File: config.mk
export PLATFORM = sky130hd
export DESIGN_NAME = ccff_bitstream_loader
export DESIGN_NICKNAME = d
export VERILOG_FILES = /design/src/rtl/ccff_bitstream_loader.sv
export SDC_FILE = /design/constraint.sdc
export NUM_CORES = 1
export LEC_CHECK = 0
export ABC_AREA = 1
export ABC_CLOCK_PERIOD_IN_PS = 3500
export CAP_MARGIN = 20
export CORE_MARGIN = 5
export CORE_UTILIZATION = 58
export DETAILED_ROUTE_END_ITERATION = 6
export PLACE_DENSITY = 0.87
export RECOVER_POWER = 100
export SLEW_MARGIN = 20
export SYNTH_ARGS = -nofsm -noshare
export SYNTH_HDL_FRONTEND = slang
export SYNTH_SLANG_ARGS = --single-unit
File: constraint.sdc
create_clock -name prog_clk -period 3.5 [get_ports prog_clk]
set_input_delay 0.525 -clock prog_clk [delete_from_list [all_inputs] [get_ports prog_clk]]
set_output_delay 0.525 -clock prog_clk [all_outputs]
set_load 0.01 [all_outputs]
File: src/rtl/ccff_bitstream_loader.sv
// Configuration-chain writer: serialises parallel bitstream words onto ccff_head
// LSB first and returns the displaced chain contents from ccff_tail as readback words.
module ccff_bitstream_loader #(
  parameter int DATA_W    = 8,
  parameter int CHAIN_LEN = 20,
  parameter int CNT_W     = $clog2(CHAIN_LEN+1)
) (
  input  logic              prog_clk,
  input  logic              pReset,
  input  logic              start,
  input  logic [DATA_W-1:0] s_data,
  input  logic              s_valid,
  output logic              s_ready,
  output logic              ccff_head,
  output logic              shift_en,
  input  logic              ccff_tail,
  output logic [DATA_W-1:0] rb_data,
  output logic              rb_valid,
  output logic              busy,
  output logic              done
);

  localparam int WB_W  = $clog2(DATA_W+1);
  localparam int IDX_W = (DATA_W > 1) ? $clog2(DATA_W) : 1;

  typedef enum logic [1:0] {S_IDLE, S_FETCH, S_SHIFT} state_t;

  state_t            state_q, state_d;
  logic [DATA_W-1:0] tx_sr_q, tx_sr_d;
  logic [DATA_W-1:0] rx_sr_q, rx_sr_d;
  logic [CNT_W-1:0]  bit_cnt_q, bit_cnt_d;
  logic [WB_W-1:0]   word_bits_q, word_bits_d;
  logic [IDX_W-1:0]  idx_q, idx_d;
  logic              done_q, done_d;
  logic              rb_valid_q, rb_valid_d;
  logic [DATA_W-1:0] rb_data_q, rb_data_d;

  logic [31:0]       rem;
  logic              last_bit;
  logic              chain_end;

  assign last_bit  = (word_bits_q == WB_W'(1));
  assign chain_end = ((32'(bit_cnt_q) + 32'd1) == 32'(CHAIN_LEN));

  // FSM: state register
  always_ff @(posedge prog_clk or posedge pReset) begin
    if (pReset) state_q <= S_IDLE;
    else        state_q <= state_d;
  end

  // FSM: next state
  always_comb begin
    state_d = state_q;
    case (state_q)
      S_IDLE:  if (start)   state_d = S_FETCH;
      S_FETCH: if (s_valid) state_d = S_SHIFT;
      S_SHIFT: if (last_bit) state_d = chain_end ? S_IDLE : S_FETCH;
      default: state_d = S_IDLE;
    endcase
  end

  // FSM: outputs decoded from state so reset forces them low immediately
  always_comb begin
    s_ready   = (state_q == S_FETCH);
    shift_en  = (state_q == S_SHIFT);
    ccff_head = (state_q == S_SHIFT) & tx_sr_q[0];
    busy      = (state_q != S_IDLE);
  end

  always_comb begin
    tx_sr_d     = tx_sr_q;
    rx_sr_d     = rx_sr_q;
    bit_cnt_d   = bit_cnt_q;
    word_bits_d = word_bits_q;
    idx_d       = idx_q;
    done_d      = done_q;
    rb_valid_d  = 1'b0;
    rb_data_d   = rb_data_q;
    rem         = 32'(CHAIN_LEN) - 32'(bit_cnt_q);
    case (state_q)
      S_IDLE: begin
        if (start) begin
          done_d    = 1'b0;
          bit_cnt_d = '0;
        end
      end
      S_FETCH: begin
        if (s_valid) begin
          tx_sr_d     = s_data;
          // cleared so the unfilled top of a final partial word reads back as 0
          rx_sr_d     = '0;
          idx_d       = '0;
          word_bits_d = (rem < 32'(DATA_W)) ? WB_W'(rem) : WB_W'(DATA_W);
        end
      end
      S_SHIFT: begin
        tx_sr_d          = tx_sr_q >> 1;
        rx_sr_d[idx_q]   = ccff_tail;
        bit_cnt_d        = bit_cnt_q + 1'b1;
        word_bits_d      = word_bits_q - 1'b1;
        idx_d            = idx_q + 1'b1;
        if (last_bit) begin
          rb_valid_d = 1'b1;
          rb_data_d  = rx_sr_d;
          if (chain_end) done_d = 1'b1;
        end
      end
      default: ;
    endcase
  end

  always_ff @(posedge prog_clk or posedge pReset) begin
    if (pReset) begin
      tx_sr_q     <= '0;
      rx_sr_q     <= '0;
      bit_cnt_q   <= '0;
      word_bits_q <= '0;
      idx_q       <= '0;
      done_q      <= 1'b0;
      rb_valid_q  <= 1'b0;
      rb_data_q   <= '0;
    end else begin
      tx_sr_q     <= tx_sr_d;
      rx_sr_q     <= rx_sr_d;
      bit_cnt_q   <= bit_cnt_d;
      word_bits_q <= word_bits_d;
      idx_q       <= idx_d;
      done_q      <= done_d;
      rb_valid_q  <= rb_valid_d;
      rb_data_q   <= rb_data_d;
    end
  end

  assign done     = done_q;
  assign rb_valid = rb_valid_q;
  assign rb_data  = rb_data_q;

endmodule

==> metrics.md, run 1 <==
| Metric | Value |
|---|---|
| Status | `finished with violations` |
| Violated checks | `max-capacitance violations, max-slew violations` |
| Final core occ | `69.7%` |
| Worst hold endpoint | `rb_data[3]` |
| Startpoint types | `flip-flop` |
| CTS hold repair buffers | `0` |
| Drt pass-1 iters | `5` |
| Synth Area per Inst | `8.69 sq um` |
| Vias in the first global route | `1,625` |
| Cells after synthesis | `228` |
| LEAKAGE | `~0.0011 uW` |
| Clk_lat worst skew | `about 0.35 ns` |
| HPWL Detailed | `2800 microns` |
| Hold path depth | `2` |
| Die ar. | `approximately 4700 sq um` |
| DR DRC count | `0` |
| Final setup viols | `0` |
| Critical path class | `flip-flop to output pin` |
| Hold Path Class | `flip-flop to flip-flop` |
| WP data arrival | `between 2 and 2.5 ns` |
| Crit. End Element | `output pin` |
| DR vias | `between 1,500 and 2,000` |
| Most frequent cells in the layout | `nand2_1, dfrtp_1, inv_1` |
| GRT overflow | `0` |
| Max clock buf depth | `2` |
| Buffers on Ports | `26` |
| HP Start | `rb_data[3]` |
| CTS H-tree lvls | `2` |
| Area delta synth->final | `16.4%` |
| # resized after CTS | `0` |
| Slowest-stage cell, CP | `dlygate4sd3_1` |
| Register Area | `around 1000 sq um` |
| # nets final | `274` |
| Most common cell after layout, fill and taps aside | `nand2_1` |
| Fin Setup TNS | `0 ns` |
| Hold WS | `a little under 0.5 ns` |
| Total Routing Usage GR | `19.6%` |
| PwrDens | `824 nW/um^2` |
| Maximum VDD drop | `0.522 mV` |
| Root Buffer | `clkbuf_4` |
| Synth warn | `0` |
| Min Tclk post-route | `2.72 ns` |
| Final worst-path cycle share | `a little under 80%` |
| Die Y | `68.5 microns` |
| Post-synthesis cell area | `approximately 2000 sq um` |
| Crit path largest cell delay | `0.62 ns` |
| FF+latch count, synth | `40` |
| Die Width | `between 60 and 70 microns` |
| Max-slew violation count | `41` |
| First-pass GRT wire length | `6800 microns` |
| Synth Net Count | `246` |
| Post-route antenna net violation count | `0` |
| Sequential area share after synthesis | `50.5%` |
| CTS tree | `yes` |
| Crit Path Max Fanout | `20` |
| GP Congestion | `0.840` |
| Multi-input logic area | `795 sq um` |
| Max-Cap Viols | `1` |
| FILL cells | `266` |
| Pin count of the biggest net entering global routing | `41` |
| RR Endpoint | `rx_sr_q[6]` |
| R2R cell count | `7` |
| Power, Total | `1900 uW` |
| WL per Instance | `13.2 microns` |
| Worst-margin pin slew | `2.05 ns` |
| DR iter-0 viols | `117` |
| Setup bufs post-CTS | `0` |
| Relative slew margins | `-36.5%` |
| Diodes inserted | `0` |
| Worst Skew | `roughly 0.011 ns` |
| WP data required | `about 3 ns` |
| Core area | `roughly 3300 sq um` |
| Cts bufs inserted | `5` |
| Total Wirelength | `3990 microns` |
| Final Hold Vio Count | `0` |
| Ports | `27` |
| Yosys cell types | `27` |
| Drt via density | `about 5.4` |
| Reg-to-Reg Start | `state_q[1]` |
| Worst path cell trace | `inv_1, nor2_1, inv_1, nor2_1, dlygate4sd3_1` |
| Antenna violations before repair | `0` |
| Worst-path clk slew | `0.12 ns` |
| R2R setup slack | `~1.2 ns` |
| Unrepaired setup endpoints after global routing | `no` |
| F_max | `367 MHz` |
| # rows | `21` |
| Sink Count | `40` |
| Share of layout cells above drive strength 1 | `about 5.1%` |
| Initial Util | `around three fifths` |
power breakdown:
part | internal, uW | leakage, uW | switching (uW)
registers | 652 | 0.000498 | 121
clock network | 150 | 0.0000422 | 147
logic | 334 | 0.000545 | 496
final cells by class:
cell class / instances / share of cell area [%]
Multi-Input combinational cell: 153 / 34.5
Timing Repair Buffer: 28 / 11.8
Clock inverter: 2 / 1.52
Sequential cell: 40 / 43.4
Tap cell: 46 / 2.50
Inverter: 28 / 4.56
Clock buffer: 6 / 1.79
cells by family (layout without fill, tap and decap cells):
group / Yosys count / after routing / synth area share, %
buffers and inverters: 35 / 64 / 7.26
and+or+nand+nor: 97 / 97 / 22.2
adders and majority gates: 5 / 5 / 3.16
DFF: 40 / 40 / 50.5
AOI/OAI and AO/OA: 47 / 47 / 15.1
xor gates and xnor gates: 4 / 4 / 1.77
registers in the layout, summed over array words and instances (netlist names):
register,count
rb_valid,1
rb_data,8
idx_q,3
word_bits_q,4
rx_sr_q,8
done,1
bit_cnt_q,5
state_q,2
tx_sr_q,8
metal layers:
layer | global-route usage (%) | vias up | share of wire, %
met5 | 0 | - | 0
li1 | - | 815 | -
met4 | 12.2 | 0 | 2.8
met1 | 23.6 | 774 | 44
met2 | 30.6 | 36 | 49
met3 | 5.42 | 12 | 4.1
through the flow:
step / area [sq um] / worst slack, ns / instances
4_1_cts: 2350 / 1.09 / 303
5_1_grt: 2310 / 0.490 / 303
2_1_floorplan: 1980 / 1.86 / 228
3_3_place_gp: 2280 / 1.42 / 295
3_5_place_dp: 2280 / 1.37 / 295
6_report: 2310 / 0.778 / 303
cell usage after synthesis:
cell      count  area (sq um)
inv_2         4          15.0
xnor2_1       2          17.5
buf_2         4          20.0
a211oi_1      3          22.5
a211oi_2      4          50.1
buf_4         2          15.0
a21oi_2       2          17.5
inv_1        24          90.1
o21ai_1      12          60.1
nor2_1       21          78.8
nor3_2        3          30.0
ha_1          5          62.6
o211ai_1      1          7.51
nor2_4        2          22.5
a22o_1        1          8.76
xor2_1        2          17.5
o22ai_1       7          43.8
nand3_1      18          90.1
nor3_1        4          20.0
nand4_1       3          18.8
nand2_4       1          11.3
dfrtp_1      40          1000
o21ai_0       9          45.0
nand2_1      45           169
clkbuf_1      1          3.75
o32ai_1       1          8.76
a21oi_1       7          35.0
critical path, delay by kind of cell, from the launching register on:
| family | cells | cell delay (ns) |
|---|---|---|
| buf+inv | 3 | 1.05 |
| simple gates | 2 | 0.35 |
| flops | 1 | 0.45 |
how the worst max path moves through the flow:
stage | end | cells after the start | startpoint | slack (ns)
floorplan | ccff_head | 6 | state_q[1] | 1.86
finish | ccff_head | 5 | state_q[1] | 0.78
global route | tx_sr_q[1] | 3 | pReset | 0.49
detailed placement | rx_sr_q[3] | 5 | s_valid | 1.37
global placement | rx_sr_q[3] | 5 | s_valid | 1.42
CTS | ccff_head | 5 | state_q[1] | 1.09
No activity file was read; power rests on OpenSTA's default activity.
==> run 2, diff against run 1 <==
Settings changed: ABC_CLOCK_PERIOD_IN_PS 3500 to 2200, CORE_UTILIZATION 58 to 49, PLACE_DENSITY 0.87 to 0.78.
Clock period 3.5 ns to 2.2 ns, I/O delays scaled along.
==> run 2 against run 1 <==
Against the previous run:
- the run now ends clean
- sequential share of layout area decreased by 0.99 points
- final area increased by 2.3%
- critical path type unchanged
- die area rose by 16%
- worst setup slack worse by 0.56 ns
- critical path depth did not move
- register-to-register slack lost 1.0 ns
- largest cell class unchanged
- hold slack got worse by 0.0086 ns
- utilization decreased by 10 points
- combinational power is 64% higher
- clock power rose by 74%
==> metrics.md, run 2 (synthesized netlist as in run 1, its figures left out) <==
| Metric | Value |
|---|---|
| Post-route antenna net violation count | `0 (unchanged)` |
| GRT overflow | `0 (unchanged)` |
| HPWL Detailed | `2890 microns (was 2800 microns)` |
| # resized after CTS | `0 (unchanged)` |
| F_max | `504 MHz` |
| CTS tree | `yes (unchanged)` |
| Vias in the first global route | `1,709 (was 1,625)` |
| First-pass GRT wire length | `7440 microns (was 6800 microns)` |
| Die ar. | `5420 sq um (was 4690 sq um)` |
| Setup bufs post-CTS | `0 (unchanged)` |
| DR vias | `1,610 (was 1,637)` |
| Core area | `3970 sq um (was 3310 sq um)` |
| Drt via density | `5.21 (was 5.40)` |
| # nets final | `276 (was 274)` |
| R2R setup slack | `0.24 ns (was 1.24 ns)` |
| Die Width | `73.6 microns (was 68.5 microns)` |
| Hold path depth | `2 (unchanged)` |
| Drt pass-1 iters | `4 (was 5)` |
| Total Routing Usage GR | `17.7% (was 19.6%)` |
| Relative slew margins | `35.8% (was -36.5%)` |
| Hold WS | `0.481 ns (was 0.490 ns)` |
| WP data arrival | `1.65 ns (was 2.20 ns)` |
| CTS H-tree lvls | `2 (unchanged)` |
| Root Buffer | `clkbuf_8 (was clkbuf_4)` |
| HP Start | `rb_data[4] (was rb_data[3])` |
| Diodes inserted | `0 (unchanged)` |
| CTS hold repair buffers | `0 (unchanged)` |
| Critical path class | `flip-flop to output pin (unchanged)` |
| DR DRC count | `0 (unchanged)` |
| R2R cell count | `7 (unchanged)` |
| Worst-margin pin slew | `0.963 ns (was 2.05 ns)` |
| RR Endpoint | `rx_sr_q[3] (was rx_sr_q[6])` |
| WL per Instance | `13.0 microns (was 13.2 microns)` |
| Worst Skew | `0.00382 ns (was 0.0106 ns)` |
| Max-slew violation count | `0 (was 41)` |
| Share of layout cells above drive strength 1 | `8.11% (was 5.06%)` |
| Final worst-path cycle share | `between 90% and 100%` |
| DR iter-0 viols | `91 (was 117)` |
| Worst-path clk slew | `0.08 ns (was 0.12 ns)` |
| Register Area | `1000 sq um (unchanged)` |
| Clk_lat worst skew | `0.30 ns (was 0.35 ns)` |
| GP Congestion | `0.804 (was 0.840)` |
| Crit. End Element | `output pin (unchanged)` |
| Fin Setup TNS | `0 ns (unchanged)` |
| Cts bufs inserted | `5 (unchanged)` |
| Total Wirelength | `4020 microns (was 3990 microns)` |
| Sink Count | `40 (unchanged)` |
| WP data required | `1.87 ns (was 2.97 ns)` |
| Area delta synth->final | `19.1% (was 16.4%)` |
| Min Tclk post-route | `1.98 ns` |
| Pin count of the biggest net entering global routing | `41 (unchanged)` |
| Hold Path Class | `flip-flop to flip-flop (unchanged)` |
| Status | `completed (was finished with violations)` |
| Initial Util | `49.9% (was 59.9%)` |
| Final setup viols | `0 (unchanged)` |
| Most common cell after layout, fill and taps aside | `nand2_1 (unchanged)` |
| Final Hold Vio Count | `0 (unchanged)` |
| Die Y | `73.6 microns (was 68.5 microns)` |
| Buffers on Ports | `26 (unchanged)` |
| Crit Path Max Fanout | `6 (was 20)` |
| Max-Cap Viols | `0 (was 1)` |
| Multi-input logic area | `812 sq um (was 795 sq um)` |
| LEAKAGE | `0.00109 uW (about the same)` |
| Maximum VDD drop | `0.791 mV (was 0.522 mV)` |
| FILL cells | `348 (was 266)` |
| Worst hold endpoint | `rb_data[4] (was rb_data[3])` |
| Max clock buf depth | `2 (unchanged)` |
| Unrepaired setup endpoints after global routing | `no (unchanged)` |
| Antenna violations before repair | `0 (unchanged)` |
| Reg-to-Reg Start | `state_q[1] (unchanged)` |
| Startpoint types | `flip-flop (unchanged)` |
| Most frequent cells in the layout | `nand2_1, dfrtp_1, inv_1 (unchanged)` |
| # rows | `23 (was 21)` |
| PwrDens | `1310 nW/um^2 (was 824 nW/um^2)` |
| Ports | `27 (unchanged)` |
## run 2: changes by cell type in the layout (fill, tap and decap cells not counted), sizes merged
cell	change
bufinv	-1
clkbuf	+2
clkdlybuf4s50	+1
clkinv	-1
clkinvlp	+2
dlygate4sd3	-1
## run 2: cell type report
cell class                 instances  share of cell area [%]
clock buffer                       6                    3.50
clock inverter                     2                   0.636
inverter                          28                    4.45
multi-input combinational        153                    34.4
sequential                        40                    42.4
tap                               50                    2.65
timing repair buffer              30                    11.9
## run 2: worst max-delay path by stage
stage | slack (ns) | from | depth (start not counted) | end
floorplan | 0.75 | state_q[1] | 6 | ccff_head
global placement | 0.59 | s_valid | 5 | rx_sr_q[3]
detailed placement | 0.56 | state_q[1] | 5 | ccff_head
CTS | 0.24 | state_q[1] | 5 | ccff_head
global route | 0.08 | state_q[1] | 7 | tx_sr_q[0]
finish | 0.22 | state_q[1] | 5 | ccff_head
## run 2: critical path, cell delays in order, from the launching register on
cell and delay [ns]:
dfrtp_1 0.42, inv_1 0.12, nor2_4 0.14, inv_2 0.05, nor2_1 0.08, clkdlybuf4s50_1 0.55
## run 2: report_power, final
part           internal [uW]  switching (uW)
clock                    254             264
combinational            555             803
sequential              1040             187
total                   1850            1250
## run 2: layer usage
| layer | GRT usage, % | share of wire [%] | routed length [microns] | vias up |
|---|---|---|---|---|
| li1 | - | - | - | 815 |
| met1 | 21.6 | 44 | 1770 | 763 |
| met2 | 29.2 | 50 | 2010 | 22 |
| met3 | 4.51 | 3.9 | 155 | 10 |
| met4 | 8.25 | 2.1 | 83 | 0 |
| met5 | 0 | 0 | 0 | - |
## run 2: per-stage QoR
step | cells | total power, uW | setup WS, ns | cell area (sq um) | utilization [%]
final | 309 | 3100 | 0.216 | 2360 | 59.4
after global routing | 309 | 3400 | 0.0777 | 2360 | 59.4
after CTS | 309 | 3250 | 0.236 | 2390 | 60.3
after detailed placement | 301 | 2720 | 0.562 | 2300 | 57.8
after global placement | 301 | 2670 | 0.589 | 2300 | 57.8
after floorplan | 228 | 2230 | 0.752 | 1980 | -
